### src/rtl/wbgpio_irq_if.sv
`default_nettype none
// +--------------------------------------------------------------------+
// | wbgpio_irq_if : Wishbone B4 pipelined slave bundle for wbgpio_irq  |
// | Rev 1.0                                                            |
// +--------------------------------------------------------------------+
interface wbgpio_irq_if #(
    parameter int ADDR_WIDTH = 5,
    parameter int DATA_WIDTH = 32
);
    logic                  wb_cyc_i;
    logic                  wb_stb_i;
    logic                  wb_we_i;
    logic [ADDR_WIDTH-1:0] wb_adr_i;
    logic [3:0]            wb_sel_i;
    logic [DATA_WIDTH-1:0] wb_dat_i;
    logic [DATA_WIDTH-1:0] wb_dat_o;
    logic                  wb_ack_o;
    logic                  wb_stall_o;

    modport master (
        output wb_cyc_i, wb_stb_i, wb_we_i, wb_adr_i, wb_sel_i, wb_dat_i,
        input  wb_dat_o, wb_ack_o, wb_stall_o
    );

    modport slave (
        input  wb_cyc_i, wb_stb_i, wb_we_i, wb_adr_i, wb_sel_i, wb_dat_i,
        output wb_dat_o, wb_ack_o, wb_stall_o
    );
endinterface
`default_nettype wire

### src/rtl/wbgpio_irq.sv
`default_nettype none
// +--------------------------------------------------------------------+
// | wbgpio_irq : Wishbone GPIO with direction, toggle and edge/level   |
// |              interrupts with W1C status                            |
// | Rev 1.0                                                            |
// +--------------------------------------------------------------------+
module wbgpio_irq #(
    parameter int GPIO_WIDTH  = 32,
    parameter int DATA_WIDTH  = 32,
    parameter int ADDR_WIDTH  = 5,
    parameter int SYNC_STAGES = 2
) (
    input  wire                   clk,
    input  wire                   rst,
    wbgpio_irq_if.slave           wb,
    input  wire  [GPIO_WIDTH-1:0] gpio_i,
    output logic [GPIO_WIDTH-1:0] gpio_o,
    output logic [GPIO_WIDTH-1:0] gpio_oe,
    output logic                  irq_o
);
    localparam logic [2:0] c_ADDR_IN     = 3'd0;
    localparam logic [2:0] c_ADDR_OUT    = 3'd1;
    localparam logic [2:0] c_ADDR_DIR    = 3'd2;
    localparam logic [2:0] c_ADDR_IRQEN  = 3'd3;
    localparam logic [2:0] c_ADDR_TYPE   = 3'd4;
    localparam logic [2:0] c_ADDR_POL    = 3'd5;
    localparam logic [2:0] c_ADDR_STATUS = 3'd6;
    localparam logic [2:0] c_ADDR_TGL    = 3'd7;
    localparam logic [2:0] c_WARM_DONE   = 3'(SYNC_STAGES + 1);

    logic [GPIO_WIDTH-1:0] sync_q [SYNC_STAGES];
    logic [GPIO_WIDTH-1:0] prev_q;
    logic [2:0]            warm_q;
    logic [GPIO_WIDTH-1:0] out_q, out_d, dir_q, dir_d, en_q, en_d;
    logic [GPIO_WIDTH-1:0] type_q, type_d, pol_q, pol_d, status_q, status_d;
    logic                  ack_q, irq_q;
    logic [DATA_WIDTH-1:0] dat_q;

    logic                  acc, wr;
    logic [2:0]            word;
    logic [DATA_WIDTH-1:0] wmask, rdata;
    logic [GPIO_WIDTH-1:0] rdata_g, wdat, wm, s, edge_ev, lvl_ev, ev;
    logic                  edge_en;
    logic                  w_unused;

    assign acc     = wb.wb_cyc_i & wb.wb_stb_i;
    assign wr      = acc & wb.wb_we_i;
    assign word    = wb.wb_adr_i[ADDR_WIDTH-1:2];
    assign s       = sync_q[SYNC_STAGES-1];
    assign edge_en = (warm_q == c_WARM_DONE);
    assign wdat    = wb.wb_dat_i[GPIO_WIDTH-1:0];
    assign wm      = wmask[GPIO_WIDTH-1:0];
    assign w_unused = ^{1'b0, wb.wb_adr_i[1:0]};

    always_comb begin
        wmask = '0;
        for (int b = 0; b < 4; b++) begin
            wmask[8*b +: 8] = {8{wb.wb_sel_i[b]}};
        end
    end

    // Warm-up gating keeps the zeroed sync chain from faking edges after reset.
    assign edge_ev = (pol_q & s & ~prev_q) | (~pol_q & ~s & prev_q);
    assign lvl_ev  = (pol_q & s) | (~pol_q & ~s);
    assign ev      = (type_q & edge_ev & {GPIO_WIDTH{edge_en}}) | (~type_q & lvl_ev);

    always_comb begin
        rdata_g = '0;
        case (word)
            c_ADDR_IN:     rdata_g = s;
            c_ADDR_OUT:    rdata_g = out_q;
            c_ADDR_DIR:    rdata_g = dir_q;
            c_ADDR_IRQEN:  rdata_g = en_q;
            c_ADDR_TYPE:   rdata_g = type_q;
            c_ADDR_POL:    rdata_g = pol_q;
            c_ADDR_STATUS: rdata_g = status_q;
            default:       rdata_g = '0;
        endcase
        rdata = '0;
        rdata[GPIO_WIDTH-1:0] = rdata_g;
    end

    always_comb begin
        out_d    = out_q;
        dir_d    = dir_q;
        en_d     = en_q;
        type_d   = type_q;
        pol_d    = pol_q;
        status_d = status_q;
        if (wr) begin
            case (word)
                c_ADDR_OUT:    out_d    = (out_q  & ~wm) | (wdat & wm);
                c_ADDR_DIR:    dir_d    = (dir_q  & ~wm) | (wdat & wm);
                c_ADDR_IRQEN:  en_d     = (en_q   & ~wm) | (wdat & wm);
                c_ADDR_TYPE:   type_d   = (type_q & ~wm) | (wdat & wm);
                c_ADDR_POL:    pol_d    = (pol_q  & ~wm) | (wdat & wm);
                c_ADDR_STATUS: status_d = status_q & ~(wdat & wm);
                c_ADDR_TGL:    out_d    = out_q ^ (wdat & wm);
                default:       ;
            endcase
        end
        // A new event overrides a same-cycle clear.
        status_d = status_d | ev;
    end

    always_ff @(posedge clk) begin
        if (rst) begin
            for (int i = 0; i < SYNC_STAGES; i++) begin
                sync_q[i] <= '0;
            end
            prev_q   <= '0;
            warm_q   <= '0;
            out_q    <= '0;
            dir_q    <= '0;
            en_q     <= '0;
            type_q   <= '0;
            pol_q    <= '0;
            status_q <= '0;
            ack_q    <= 1'b0;
            dat_q    <= '0;
            irq_q    <= 1'b0;
        end else begin
            sync_q[0] <= gpio_i;
            for (int i = 1; i < SYNC_STAGES; i++) begin
                sync_q[i] <= sync_q[i-1];
            end
            prev_q <= s;
            if (warm_q != c_WARM_DONE) begin
                warm_q <= warm_q + 3'd1;
            end
            out_q    <= out_d;
            dir_q    <= dir_d;
            en_q     <= en_d;
            type_q   <= type_d;
            pol_q    <= pol_d;
            status_q <= status_d;
            ack_q    <= acc;
            if (acc) begin
                dat_q <= rdata;
            end
            irq_q <= |(status_q & en_q);
        end
    end

    assign wb.wb_ack_o   = ack_q;
    assign wb.wb_dat_o   = dat_q;
    assign wb.wb_stall_o = 1'b0;
    assign gpio_o        = out_q;
    assign gpio_oe       = dir_q;
    assign irq_o         = irq_q;
endmodule
`default_nettype wire

### src/flat_wrapper.sv
// flat-port wrapper written by rule: the top's interface ports become plain ports
module wbgpio_irq_flat 
#(
    parameter int GPIO_WIDTH  = 32,
    parameter int DATA_WIDTH  = 32,
    parameter int ADDR_WIDTH  = 5,
    parameter int SYNC_STAGES = 2
)
  (clk, rst, gpio_i, gpio_o, gpio_oe, irq_o, wb_wb_cyc_i, wb_wb_stb_i, wb_wb_we_i, wb_wb_adr_i, wb_wb_sel_i, wb_wb_dat_i, wb_wb_dat_o, wb_wb_ack_o, wb_wb_stall_o);
  wbgpio_irq_if #(.ADDR_WIDTH(ADDR_WIDTH), .DATA_WIDTH(DATA_WIDTH)) wb_i ();
  input  wire clk;
  input  wire rst;
  input  wire  [GPIO_WIDTH-1:0] gpio_i;
  output logic [GPIO_WIDTH-1:0] gpio_o;
  output logic [GPIO_WIDTH-1:0] gpio_oe;
  output logic irq_o;
  input wire logic [$bits(wb_i.wb_cyc_i)-1:0] wb_wb_cyc_i;
  input wire logic [$bits(wb_i.wb_stb_i)-1:0] wb_wb_stb_i;
  input wire logic [$bits(wb_i.wb_we_i)-1:0] wb_wb_we_i;
  input wire logic [$bits(wb_i.wb_adr_i)-1:0] wb_wb_adr_i;
  input wire logic [$bits(wb_i.wb_sel_i)-1:0] wb_wb_sel_i;
  input wire logic [$bits(wb_i.wb_dat_i)-1:0] wb_wb_dat_i;
  output wire logic [$bits(wb_i.wb_dat_o)-1:0] wb_wb_dat_o;
  output wire logic [$bits(wb_i.wb_ack_o)-1:0] wb_wb_ack_o;
  output wire logic [$bits(wb_i.wb_stall_o)-1:0] wb_wb_stall_o;
  assign wb_i.wb_cyc_i = wb_wb_cyc_i;
  assign wb_i.wb_stb_i = wb_wb_stb_i;
  assign wb_i.wb_we_i = wb_wb_we_i;
  assign wb_i.wb_adr_i = wb_wb_adr_i;
  assign wb_i.wb_sel_i = wb_wb_sel_i;
  assign wb_i.wb_dat_i = wb_wb_dat_i;
  assign wb_wb_dat_o = wb_i.wb_dat_o;
  assign wb_wb_ack_o = wb_i.wb_ack_o;
  assign wb_wb_stall_o = wb_i.wb_stall_o;
  wbgpio_irq #(.GPIO_WIDTH(GPIO_WIDTH), .DATA_WIDTH(DATA_WIDTH), .ADDR_WIDTH(ADDR_WIDTH), .SYNC_STAGES(SYNC_STAGES)) u_core (.clk(clk), .rst(rst), .wb(wb_i), .gpio_i(gpio_i), .gpio_o(gpio_o), .gpio_oe(gpio_oe), .irq_o(irq_o));
endmodule
### config.mk
export PLATFORM = sky130hd
export DESIGN_NAME = wbgpio_irq_flat
export DESIGN_NICKNAME = d
export VERILOG_FILES = /design/src/rtl/wbgpio_irq_if.sv /design/src/rtl/wbgpio_irq.sv /design/src/flat_wrapper.sv
export SDC_FILE = /design/constraint.sdc
export NUM_CORES = 1
export LEC_CHECK = 0
export ABC_AREA = 1
export CAP_MARGIN = 30
export CELL_PAD_IN_SITES_DETAIL_PLACEMENT = 0
export CELL_PAD_IN_SITES_GLOBAL_PLACEMENT = 1
export CORE_ASPECT_RATIO = 0.9
export CORE_MARGIN = 8
export CORE_UTILIZATION = 28
export CTS_CLUSTER_SIZE = 40
export DETAILED_ROUTE_END_ITERATION = 8
export PLACE_DENSITY_LB_ADDON = 0.1
export SYNTH_ARGS = -nofsm -noshare
export SYNTH_HDL_FRONTEND = slang
export SYNTH_SLANG_ARGS = --single-unit
export TNS_END_PERCENT = 1
### constraint.sdc
create_clock -name clk -period 3.71 [get_ports clk]
set_input_delay 0.742 -clock clk [delete_from_list [all_inputs] [get_ports clk]]
set_output_delay 0.742 -clock clk [all_outputs]
set_load 0.01 [all_outputs]
* After elaboration in Yosys (flattened, before gate mapping)
Memory sizes are Yosys's and may differ from the RTL's. Index checks and enable logic that the tools add are counted.
Word-level totals: bits of input ports 78, output and inout bits 99, memories kept 1, memory bits (writable) 64, word-level logic and storage cells 74, register bits after elaboration 261
Cells by class: equality and inequality tests 9, mux-type cells 9, bitwise logic cells 35, $add $sub $neg 1, reduce and logical (&&, ||, !) cells 8
Memory list:
- u_core.sync_q | words 2, width 32, read ports 2, clocked after memory_dff 0, wr ports 2, line wbgpio_irq.sv:31 | logic [GPIO_WIDTH-1:0] sync_q [SYNC_STAGES];
Operators with widths (count):
- bitwise AND 32 bit | 15
- bitwise OR 32 bit | 9
- case mux 32 bit (7 select lines) | 1
- NOT 32 bit | 6
- two-way mux 32 bit | 4
- case mux 32 bit (2 select lines) | 1
- OR reduction 32 bit | 1
- bitwise XOR 32 bit | 1
- equality test 3 bit, second input constant | 4
- AND reduction 2 bit | 5
- equality test 3 x 2 -> 1 bit, second input constant | 3
- adder 3 x 1 -> 3 bit, second input constant | 1
- equality test 3 x 1 -> 1 bit, second input constant | 1
- zero test 3 bit | 1
- two-way mux 1 bit | 3
- != test 3 x 2 -> 1 bit, second input constant | 1
- bitwise AND 1 bit | 2
- bitwise OR 1 bit | 2
- nonzero test 2 bit | 1

* Logic depth before layout (Yosys ltp)
An unclocked memory read counts as a cell.
depth in word-level cells 9, depth in mapped cells 10, mapped depth without buffers 9

* Least setup slack after synthesis
OpenSTA, ideal clock, no wires.
kind in2reg, start point input wb_wb_adr_i[2], end point register with a tool-made name, cell stages on the path 9, path slack 1.899 ns, data required time 3.582 ns, data arrival time 1.684 ns, path through buf_4 > nand2_1 > nor2_4 > nand2_2 > nor2_4 > buf_4 > nor2_1 > a21oi_1 > nor2_1
RTL lines:
- start: declaration | line flat_wrapper.sv:20 | input wire logic [$bits(wb_i.wb_adr_i)-1:0] wb_wb_adr_i;

==> flow_summary.toml <==
[route]
ant_nets = 0
num_vias = 15249
drc = 0
first_pass_iters = 6
wl_um = 65000
wire_per_inst_um = 20.8
drt_first_iter_violations = 1223
avgViaCountPerCell = 4.87

[yosys]
synth_commonest_cells = "nand2_1 (467), nor2_1 (373), dfxtp_1 (325)"
synth_cell_types = 33
synth_edf_count = 0
post-synth-top-count-cell = "nand2_1"
avgSynthCellArea_um2 = 7.17
synth.top_cell.area_share_pct = 41.0
synth-seq-cells = 325
synth_nets = 2357
yosysWarnings = 0
synthCells = 2213
yosysTopAreaCell = "dfxtp_1"
synthArstFlopShare_pct = 0
yosys-top-cells-area = "dfxtp_1 (41%), nand2_1 (11%), nor2_1 (8.8%)"
synth_area_um2 = 15900
yosysSeqAreaShare_pct = 41.0
ys_dominant_reg_cell = "dfxtp_1"

[global_route]
antenna_found_initial = 0
track_usage_pct = 19.5
grt_pass1_vias = 14190
grt_pass1_wl_um = 96000
overflow = 0
grt_max_degree = 101

[timing]
rsz0062_at_grt = "no"
period_share_pct = 66.7
max_slew_margin_pct = 45.3
finClkSkew_ns = 0.0154
slew_violations = 0
setup_tns_ns = 0
setup_viol = 0
max_freq_mhz = 404
whs_ns = 0.397
hold_viol_final = 0
tightest_slew_ns = 0.820
finalCriticalPeriod_ns = 2.47

[worst_setup_path]
cpPeakStageDelay_ns = 0.62
required_ns = 2.97
crit_buf_inv = 1
cp-start-kind = "register"
cp_slowest_cell = "clkdlybuf4s50_1"
setup.worst_path.end = "gpio_o[15]"
r2r_end = "u_core.status_q[21]"
cp-end-kind = "primary output"
worst-path-stages = 1
path_cells = "clkdlybuf4s50_1"
criticalPathCategory = "register to primary output"
crit_fanout = 4
cp_top_family = "buffers and inverters"
worstRegToRegCells = 7
rr_startpoint = "u_core.warm_q[0]"
reg2reg_slack_ns = 2.09
arrival_ns = 1.73

[die]
dieHeight_um = 242
core_area_um2 = 55800
io_pins = 177
rows = 82
dieArea_um2 = 64500
initial_core_util_pct = 28.4
die_x_um = 267

[clocking]
post_cts_buffers = 0
numCtsBuffers = 41
clock_latency_ns = 0.57
cts_sinks = 325
cts_resized = 0
clockBufferDepth = 3
ctsHoldBuffers = 0
htree_levels = 2
clk_pin_slew_ns = 0.06
cts-root-buf = "clkbuf_16"
cts_tree = "done"

[cells_and_area]
multiInputGateArea_um2 = 7880
layout-drive-gt1-share_pct = 7.04
final_cell_area_um2 = 19600
nNetsFinal = 2489
syn2layout_area_growth_pct = 23.7
seqCellArea_um2 = 6510
antenna_cells = 0
instances_no_fill = 3129
fillCellCount = 5960

[run]
max_cap_viol_count = 0

[place]
postPlaceCellArea_um2 = 18300
hpwl_um = 45800
port_buffers = 173
place_inst = 3058
routabilityCongestion = 0.850

[power_and_ir_drop]
p_sw_mw = 2.19
ir_worst_vdd_mv = 0.265
leakagePower_nw = 8.15
swShare_pct = 26.4
power.internal_mw = 6.13
total_power_mw = 8.32
powerDensity_nw_per_um2 = 424
p_seq_share_pct = 43.8
p_comb_share_pct = 9.4
power_frac_clock_pct = 46.8

[worst_hold_path]
whs_path_depth = 2
hold_path.class = "register to register"

[outcome]
status = "completed"
## power groups by stage
| stage | sequential, mW | clock, mW | combinational [mW] |
|---|---|---|---|
| after detailed placement | 3.72 | 0 | 0.782 |
| after global placement | 3.72 | 0 | 0.758 |
| after CTS | 3.64 | 4.04 | 0.785 |
| after floorplan | 3.70 | 0 | 0.424 |
| final | 3.65 | 3.90 | 0.781 |
| after global routing | 3.65 | 4.17 | 0.852 |
## routing by layer
metal	GRT usage [%]	share of wire (%)	up-vias
li1	-	-	7502
met1	31.3	52	7146
met2	25.3	38	528
met3	4.45	8.9	73
met4	4.17	1.6	0
met5	0	0	-
## placed cells by master (no fill, tap or decap), types with 12 or more instances in the layout
cell / count
clkdlybuf4s50_1: 169
buf_4: 44
o211ai_1: 12
nand3_1: 80
dfxtp_1: 325
a21oi_1: 157
inv_1: 210
nand2_1: 467
clkbuf_16: 43
ha_1: 66
or2_2: 12
xnor2_1: 16
a22oi_1: 78
clkbuf_1: 15
xor2_1: 17
nor2_1: 373
a31oi_1: 32
o21ai_0: 47
nand4_1: 119
o31ai_1: 16
## final cells by class
cell class              instances  area share [%]
multi-input cells            1534            40.2
flip-flops and latches        325            33.2
repair buffers                221            11.0
clock buffers                  67            6.40
well taps                     756            4.82
inverters                     222            4.28
clock inverters                 4           0.140
## kinds of logic (layout without fill, tap and decap cells)
logic type	count (synthesis)	count (layout)	synth area share, %
and+or+nand+nor	1086	1086	29.7
buffers and inverters	354	514	9.32
AOI/OAI and AO/OA	348	348	12.9
DFF	325	325	41.0
adders and majority gates	66	66	5.21
xor gates and xnor gates	33	33	1.82
other	1	1	0.0236
## worst min-delay path by stage
| stage | from | endpoint | slack [ns] |
|---|---|---|---|
| 2_1_floorplan | u_core.sync_q[0][0] | u_core.sync_q[0][32] | 0.39 |
| 3_3_place_gp | u_core.sync_q[0][23] | u_core.sync_q[0][55] | 0.39 |
| 3_5_place_dp | u_core.sync_q[0][23] | u_core.sync_q[0][55] | 0.39 |
| 4_1_cts | u_core.sync_q[0][23] | u_core.sync_q[0][55] | 0.40 |
| 5_1_grt | u_core.sync_q[0][14] | u_core.sync_q[0][46] | 0.41 |
| 6_report | u_core.sync_q[0][25] | u_core.sync_q[0][57] | 0.40 |
## per-stage QoR
step / setup slack [ns] / utilization, %
after global placement: 0.726 / 32.7
after floorplan: 1.90 / -
after detailed placement: 0.850 / 32.8
after global routing: 1.21 / 35.1
after CTS: 1.22 / 35.1
final: 1.24 / 35.1
(Power assumes the default switching activity.)
